$ cat src/rtl/mem_rr_arbiter.sv
// Round-robin arbiter sharing one memory port between the D-cache, I-cache and page-table walker.
// One transaction at a time: grant in IDLE, wait for mem_ready (or time out) in BUSY, pulse ready in RESP.
module mem_rr_arbiter #(
  parameter int unsigned TIMEOUT = 1023
) (
  input  logic         clk,
  input  logic         rst,
  // D-cache port
  input  logic         d_req,
  input  logic         d_we,
  input  logic [31:0]  d_addr,
  input  logic [127:0] d_wdata,
  output logic [127:0] d_rdata,
  output logic         d_ready,
  output logic         d_err,
  // I-cache port
  input  logic         i_req,
  input  logic         i_we,
  input  logic [31:0]  i_addr,
  input  logic [127:0] i_wdata,
  output logic [127:0] i_rdata,
  output logic         i_ready,
  output logic         i_err,
  // page-table-walker port (read-only)
  input  logic         p_req,
  input  logic [31:0]  p_addr,
  output logic [127:0] p_rdata,
  output logic         p_ready,
  output logic         p_err,
  // shared memory
  output logic         mem_req,
  output logic         mem_we,
  output logic [31:0]  mem_addr,
  output logic [127:0] mem_wdata,
  input  logic [127:0] mem_rdata,
  input  logic         mem_ready,
  // status
  output logic         busy,
  output logic [1:0]   grant_id
);

  localparam int unsigned CW = (TIMEOUT < 2) ? 1 : $clog2(TIMEOUT + 1);
  localparam logic [CW-1:0] TIMEOUT_C = CW'(TIMEOUT);

  typedef enum logic [1:0] {
    S_IDLE = 2'd0,
    S_BUSY = 2'd1,
    S_RESP = 2'd2
  } state_e;

  state_e         state_q;
  logic [1:0]     last_grant_q;
  logic           we_q;
  logic [31:0]    addr_q;
  logic [127:0]   wdata_q;
  logic [127:0]   rdata_q;
  logic           err_q;
  logic [CW-1:0]  cnt_q;
  logic           mem_req_q;
  logic           busy_q;
  logic [2:0]     ready_q;

  logic [2:0]     req_vec;
  logic [1:0]     cand1, cand2;
  logic [1:0]     winner_d;
  logic           any_req;
  logic           win_we_d;
  logic [31:0]    win_addr_d;
  logic [127:0]   win_wdata_d;

  function automatic logic [1:0] rr_next(input logic [1:0] g);
    case (g)
      2'd0:    rr_next = 2'd1;
      2'd1:    rr_next = 2'd2;
      default: rr_next = 2'd0;
    endcase
  endfunction

  assign req_vec = {p_req, i_req, d_req};
  assign any_req = |req_vec;
  assign cand1   = rr_next(last_grant_q);
  assign cand2   = rr_next(cand1);

  always_comb begin
    // NOTE: every always_comb output gets a default first, so no path can leave it unassigned and infer a latch.
    winner_d    = last_grant_q;
    win_we_d    = 1'b0;
    win_addr_d  = p_addr;
    win_wdata_d = '0;
    if (req_vec[cand1])             winner_d = cand1;
    else if (req_vec[cand2])        winner_d = cand2;
    else if (req_vec[last_grant_q]) winner_d = last_grant_q;
    case (winner_d)
      2'd0: begin
        win_we_d    = d_we;
        win_addr_d  = d_addr;
        win_wdata_d = d_wdata;
      end
      2'd1: begin
        win_we_d    = i_we;
        win_addr_d  = i_addr;
        win_wdata_d = i_wdata;
      end
      default: ;  // walker is read-only: we=0, wdata=0
    endcase
  end

  always_ff @(posedge clk) begin
    // NOTE: sequential state uses non-blocking assignments so every flop samples pre-edge values.
    if (rst) begin
      state_q      <= S_IDLE;
      last_grant_q <= 2'd2;
      we_q         <= 1'b0;
      addr_q       <= '0;
      wdata_q      <= '0;
      rdata_q      <= '0;
      err_q        <= 1'b0;
      cnt_q        <= '0;
      mem_req_q    <= 1'b0;
      busy_q       <= 1'b0;
      ready_q      <= '0;
    end else begin
      unique case (state_q)
        S_IDLE: begin
          ready_q <= '0;
          if (any_req) begin
            last_grant_q <= winner_d;
            we_q         <= win_we_d;
            addr_q       <= win_addr_d;
            wdata_q      <= win_wdata_d;
            cnt_q        <= CW'(1);
            mem_req_q    <= 1'b1;
            busy_q       <= 1'b1;
            state_q      <= S_BUSY;
          end
        end
        S_BUSY: begin
          // a late mem_ready on the final cycle still wins over the timeout
          if (mem_ready) begin
            rdata_q   <= mem_rdata;
            err_q     <= 1'b0;
            mem_req_q <= 1'b0;
            ready_q   <= 3'b001 << last_grant_q;
            state_q   <= S_RESP;
          end else if (cnt_q == TIMEOUT_C) begin
            rdata_q   <= '0;
            err_q     <= 1'b1;
            mem_req_q <= 1'b0;
            ready_q   <= 3'b001 << last_grant_q;
            state_q   <= S_RESP;
          end else begin
            cnt_q <= cnt_q + CW'(1);
          end
        end
        S_RESP: begin
          ready_q <= '0;
          busy_q  <= 1'b0;
          state_q <= S_IDLE;
        end
        default: begin
          ready_q   <= '0;
          mem_req_q <= 1'b0;
          busy_q    <= 1'b0;
          state_q   <= S_IDLE;
        end
      endcase
    end
  end

  assign mem_req   = mem_req_q;
  assign mem_we    = we_q;
  assign mem_addr  = addr_q;
  assign mem_wdata = wdata_q;

  assign d_rdata = rdata_q;
  assign i_rdata = rdata_q;
  assign p_rdata = rdata_q;

  assign d_ready = ready_q[0];
  assign i_ready = ready_q[1];
  assign p_ready = ready_q[2];
  assign d_err   = ready_q[0] & err_q;
  assign i_err   = ready_q[1] & err_q;
  assign p_err   = ready_q[2] & err_q;

  assign busy     = busy_q;
  assign grant_id = last_grant_q;

endmodule

$ cat config.mk
export PLATFORM = sky130hd
export DESIGN_NAME = mem_rr_arbiter
export DESIGN_NICKNAME = d
export VERILOG_FILES = /design/src/rtl/mem_rr_arbiter.sv
export SDC_FILE = /design/constraint.sdc
export NUM_CORES = 1
export LEC_CHECK = 0
export ABC_AREA = 1
export BUFFER_PORTS_ARGS = -buffer_cell sky130_fd_sc_hd__buf_2
export CELL_PAD_IN_SITES_DETAIL_PLACEMENT = 1
export CELL_PAD_IN_SITES_GLOBAL_PLACEMENT = 1
export CORE_AREA = 2 2 403 405
export DETAILED_ROUTE_END_ITERATION = 16
export DIE_AREA = 0 0 405 407
export PLACE_DENSITY = 0.36
export SLEW_MARGIN = 20
export SYNTH_ARGS = -nofsm -noshare
export SYNTH_HDL_FRONTEND = slang
export SYNTH_SLANG_ARGS = --single-unit
$ cat constraint.sdc
create_clock -name clk -period 2.4 [get_ports clk]
set_input_delay 0.12 -clock clk [delete_from_list [all_inputs] [get_ports clk]]
set_output_delay 0.12 -clock clk [all_outputs]
set_load 0.03 [all_outputs]
After elaboration in Yosys (flattened, before gate mapping)
Cells that the tools add are included.
{"block": "op_classes", "n_addsub": 1, "n_lt_le_gt_ge": 2, "n_eq_ne": 10, "shift": 1, "n_mux": 30, "bitwise_logic": 5, "n_reduce_logical": 14}
{"op": "$mux 128", "count": 2}
{"op": "$pmux 128 s2", "count": 1}
{"op": "$pmux 32 s2", "count": 1}
{"op": "$mux 10", "count": 3}
{"op": "$pmux 10 s2", "count": 1}
{"op": "$pmux 2 s2", "count": 3}
{"op": "$add 10x1->10 const B", "count": 1}
{"op": "$eq 10x10->1 const B", "count": 1}
{"op": "$mux 2", "count": 5}
{"op": "$eq 2x1->1 const B", "count": 4}
{"op": "$logic_not 2->1", "count": 4}
{"op": "$reduce_and 2->1", "count": 4}
{"op": "$mux 1", "count": 7}
{"op": "$lt 2x3->1 const B", "count": 2}
{"op": "$mux 3", "count": 2}
{"op": "$ne 2x2->1 const B", "count": 3}
{"op": "$bmux 1 s2", "count": 2}
{"op": "$pmux 1 s2", "count": 2}
{"op": "$reduce_and 4->1", "count": 1}
{"op": "$reduce_bool 2->1", "count": 2}
{"op": "$and 1x1->1", "count": 3}
{"op": "$ne 3x3->1 const B", "count": 1}
{"op": "$pmux 1 s3", "count": 1}
{"op": "$reduce_and 3->1", "count": 1}
{"op": "other kinds (5)", "count": 6}
{"block": "totals", "reg_bits": 309, "in_bits": 488, "out_inout_bits": 555, "word_cells": 74}

Depth between registers and ports, before layout
{"block": "depth", "ltp_word": 10, "mapped_depth": 14, "ltp_nobuf": 12}

Worst setup path before layout
No wires, ideal clock.
{"block": "synth_timing", "path_kind": "register -> register", "from": "reg last_grant_q[0] (netlist: grant_id[0])", "to": "reg wdata_q[24] (netlist: mem_wdata[24])", "setup_time_ns": 0.109, "t_arrival_ns": 1.719, "required_time_ns": 2.291, "slack_ns": 0.572, "stages_incl_launch_ff": 14, "n_path_buf": 2, "period_less_slack_ns": 1.828, "cell_sequence": "dfxtp_1 inv_1 nand2_1 nand3_1 nand3_1 nand2_1 nand2_2 nand2_2 buf_4 buf_4 nand3_1 nand3_1 nand2_1 inv_1"}
{"block": "synth_between", "elab_chain_cells": 10, "word_cells_on_any_way": 15, "cone_classes": "3 x eq/ne; 9 x mux; 3 x reduce/logical"}
{"item": "start: declaration", "line": "52", "source": "logic [1:0] last_grant_q;"}
{"item": "start signal: assignment", "line": "127", "source": "last_grant_q <= winner_d;"}
{"item": "$eq 2x1->1 or $logic_not 2->1 (tied branches)", "line": "72", "source": "case (g)"}
{"item": "$pmux 2 s2", "line": "72"}
{"item": "$eq 2x1->1 or $logic_not 2->1 (tied branches)", "line": "72"}
{"item": "$pmux 2 s2", "line": "72"}
{"item": "$bmux 1 s2", "line": "91", "source": "else if (req_vec[cand2]) winner_d = cand2;"}
{"item": "$mux 1 (not written as such)", "line": "91"}
{"item": "$mux 2", "line": "91"}
{"item": "$mux 2 *", "line": "90", "source": "if (req_vec[cand1]) winner_d = cand1;"}
{"item": "$eq 2x1->1 or $logic_not 2->1 (tied branches)", "line": "93", "source": "case (winner_d)"}
{"item": "$pmux 128 s2 *", "line": "93"}
{"item": "end signal: assignment", "line": "130", "source": "wdata_q <= win_wdata_d;"}
{"item": "end: declaration", "line": "55", "source": "logic [127:0] wdata_q;"}
Every way passes the cells marked *; elsewhere a longest branch is shown, timed or not. The select of a mux whose other input is x is not followed.
A chain may end at the register's enable or synchronous reset.

Worst setup path in the final report
{"block": "layout_timing", "from": "reg cnt_q[1]", "to": "reg rdata_q[110] (netlist: d_rdata[110])"}
{"block": "layout_between", "elab_chain_cells": 3}
{"item": "start: declaration", "line": "58", "source": "logic [CW-1:0] cnt_q;"}
{"item": "start signal: assignment", "line": "152", "source": "cnt_q <= cnt_q + CW'(1);"}
{"item": "$eq 10x10->1", "line": "145", "source": "end else if (cnt_q == TIMEOUT_C) begin"}
{"item": "$reduce_bool 2->1 (no line)"}
{"item": "$reduce_and 2->1 (no line)"}
{"item": "end signal: assignment", "line": "140", "source": "rdata_q <= mem_rdata;"}
{"item": "end: declaration", "line": "56", "source": "logic [127:0] rdata_q;"}
Every way passes these cells.

==> results.md <==
Run status:
- The flow ran to the end, and the final reports show no timing, DRC or antenna violations.

Clocking:
- The total number of H-tree levels is 2.
- The total setup buffers inserted after CTS is 0.
- The clock tree from TritonCTS is built.
- The clock insertion delay at the later pin of the skew report is 630 ps.
- Clock tree synthesis inserted a total of 49 buffers.
- In this run the deepest clock path goes through 3 buffers.
- The tree built by TritonCTS fans out to 309 sinks.
- In this run the clock root is driven by a clkbuf_16.
- After clock tree synthesis, the clock-pin slew on the worst setup and hold paths is 50 ps.

Synth:
- After synthesis, the mean cell area works out to 6.740 um^2.
- In this run, synthesis inferred 0 flip-flops with an integrated enable.
- Yosys attributes the largest share of cell area to dfxtp_1, buf_4, nand2_1, nand3_1, nor2_1.
- The number of instances in the synthesized netlist is ~2400.
- For this run, the leading register cell type out of synthesis is dfxtp_1.
- The commonest cells after synthesis are nand2_1, nand3_1, nor2_1.
- The most common cell in the netlist is nand2_1.
- After synthesis, flip-flops and latches occupy 37.78% of the total area.
- The post-synthesis async set-or-reset flop share is 0%.
- The total of warnings raised by yosys is 0.
- The post-synthesis cell area is 16370 um^2.
- After synthesis the netlist holds a flip-flop and latch count of 309.
- The biggest area contributor in the post-synthesis netlist is dfxtp_1.
- The post-synthesis net count is 2918.
- After synthesis, the netlist uses 24 different library cells.
- Summed over its instances, the top area cell type makes up 37.78% of the synthesized netlist area.

Timing:
- The worst slew margin relative to its limit is between 60% and 70%.
- The largest clock skew in the final design is 31.84 ps.
- The clock period minus worst slack is 2236 ps.
- Setup repair after global routing left no endpoint under its margin.
- The highest attainable clock frequency is 447.3 MHz.
- Adding up every negative setup slack in the final design gives 0 ps.
- For the pin with the worst max-slew slack, the measured transition is 545.8 ps.
- After layout, the worst path uses about 93% of the clock period.
- The final number of hold-violating endpoints was 0.
- The final setup violation count is 0.
- The final-layout worst hold slack is 110.2 ps.
- The number of max-slew violations in the final report is 0.

Critical path:
- The source of the critical timing path is cnt_q[1]$_SDFFE_PP0P_.
- The endpoint required time on the critical path is 2920 ps.
- The endpoint kind of the worst setup timing path is a flop.
- The classification of the worst setup path is flop to flop.
- Of all nets on the critical path, the largest fanout is 18.
- The startpoint of the lowest-slack register-to-register path is cnt_q[1]$_SDFFE_PP0P_.
- For the worst setup path, the data arrival time is between 2000 and 3000 ps.
- The critical path startpoint category is a flop.

Final layout:
- Counting the fill cells in the layout gives slightly below 20000.
- The area growth from synthesis to layout is 77.58%.
- In the final layout, the multi-input gates occupy 6768 um^2.
- The area used by sequential logic in the layout is slightly above 6000 um^2.
- The share of final-layout standard cells stronger than drive strength 1 is 33.10%.
- The total number of nets in the final design is 4143.

Route:
- In the final routed layout, each cell accounts on average for 19.74 um.
- The vias per cell is 3.557.
- The DRC violation count after routing is 0.
- Detailed routing inserted a total of roughly 21000 vias.
- The iteration count of the initial detailed-routing pass is 5.
- The total wire length is 115.7 mm.
- The number of nets still failing antenna checks after routing is 0.
- The first routing iteration left 694 violations.

Floorplanning:
- The core outline area is ~160000 um^2.
- The die outline width is 405 um.
- Measured along the y axis, the die boundary spans roughly 410 um.
- The initial core utilization is 10.22%.
- The floorplan has 147 rows.
- The area of the die is 164800 um^2.
- The I/O pin total is 1043.

Power:
- The areal power density over the cells is 719.5 nW/um^2.
- In this run the static leakage power is 14.70 nW.
- The peak ir drop on the vdd network is around 0.44 mV.

Placed design:
- The routability-driven placement congestion ratio is slightly above 0.8.
- Input and output buffers added on the ports amount to approximately 1000.
- The estimated wirelength of the detail-placed design is approximately 91 mm.

GRT:
- The via count of the first global-routing pass came to 22060.
- Entering global routing, the biggest net connects 77 pins.
- The first global-routing pass estimated 161.0 mm of wire.
- Global routing used 13.39% of the available tracks across all layers.
- Global routing finished with a remaining overflow of 0.
- The number of antenna violations at the first check in global routing is 18.

Min path:
- In this run the most critical hold path is launched from d_addr[0].
- The tightest min-delay check is of the primary input to flop type.

Flow run:
- Max-cap violations in this run came to 0.
## power by group
| group | internal (mW) | total, mW | switching (mW) |
|---|---|---|---|
| logic | 2.51 | 7.32 | 4.82 |
| registers | 5.68 | 6.13 | 0.452 |
| clock network | 4.46 | 7.46 | 3.00 |
| total | 12.6 | 20.9 | 8.27 |
## timing repair
item | in CTS | in global routing
endpoints found under the setup margin | 0 | 2
hold buffers | 485 | 0
endpoints found under the hold margin | 297 | 0
resized for setup | 0 | 2
## cell type report
cell class / instances / share of cell area [%]
clock inverters: 15 / 0.5380
clock buffers: 74 / 5.091
flip-flops and latches: 309 / 21.28
repair buffers: 1616 / 37.96
well taps: 2160 / 9.296
inverters: 191 / 2.492
diodes: 8 / 0.06886
multi-input cells: 1487 / 23.28
## cell usage in the layout, fill, tap and decap left out, drive strengths merged, types with 4 or more instances in the layout
cell         count
o21ai           40
diode            8
nand2          457
a21oi          139
inv            195
clkbuf          74
clkinv           7
nor3             4
nor2           338
dfxtp          309
nand4          164
dlygate4sd3    485
buf           1131
nand3          337
## registers in the layout (all words and copies together), names as in the netlist
signal	cells
d_rdata	128
mem_wdata	128
mem_addr	32
cnt_q	10
ready_q	3
grant_id	2
state_q	2
busy	1
err_q	1
mem_req	1
mem_we	1
## per-stage QoR
step	instances	instance area, um^2	utilization [%]	power, mW	setup slack, ps
floorplan	2429	16370	-	10.31	571.9
global placement	5279	22560	14.08	13.05	292.6
detailed placement	5279	22560	14.08	13.05	245.0
CTS	5853	29050	18.13	21.53	59.18
global route	5856	29060	18.14	22.23	24.49
finish	5860	29070	18.15	20.92	164.5
## cell families after synthesis
kind of cell	count (synthesis)	synth area share [%]
adder cells (fa/ha/maj)	1	0.07641
AO/OA/AOI/OAI	184	5.732
AND/OR/NAND/NOR	1302	35.10
buffers and inverters	633	21.31
flip-flops	309	37.78
## path summary, 6_finish.rpt
| check | to | slack (ps) | cells after the start |
|---|---|---|---|
| min reg2reg | mem_req$_SDFFE_PP0P_ | 440 | 1 |
| max reg2reg | d_rdata[110]$_SDFFE_PP0P_ | 160 | 9 |
| max | d_rdata[110]$_SDFFE_PP0P_ | 160 | 9 |
| min | mem_addr[0]$_SDFFE_PP0P_ | 110 | 5 |
## routing by layer
metal	vias to the layer above	part of all wire (%)	track usage (%)
met5	-	0.039	0.02974
met4	6	4.4	5.643
met3	141	6.3	3.294
met2	729	49	23.80
met1	9896	40	15.15
li1	10070	-	-
## worst max-delay path, cell delays in order (launching register included)
cell and delay [ps]:
dfxtp_1 350, ha_1 190, nand2_1 110, nor3_2 200, nand2_1 120, nand2_1 200, nand2_8 180, nand2_1 100
a21oi_1 70, dlygate4sd3_1 580
(Power assumes the default switching activity.)
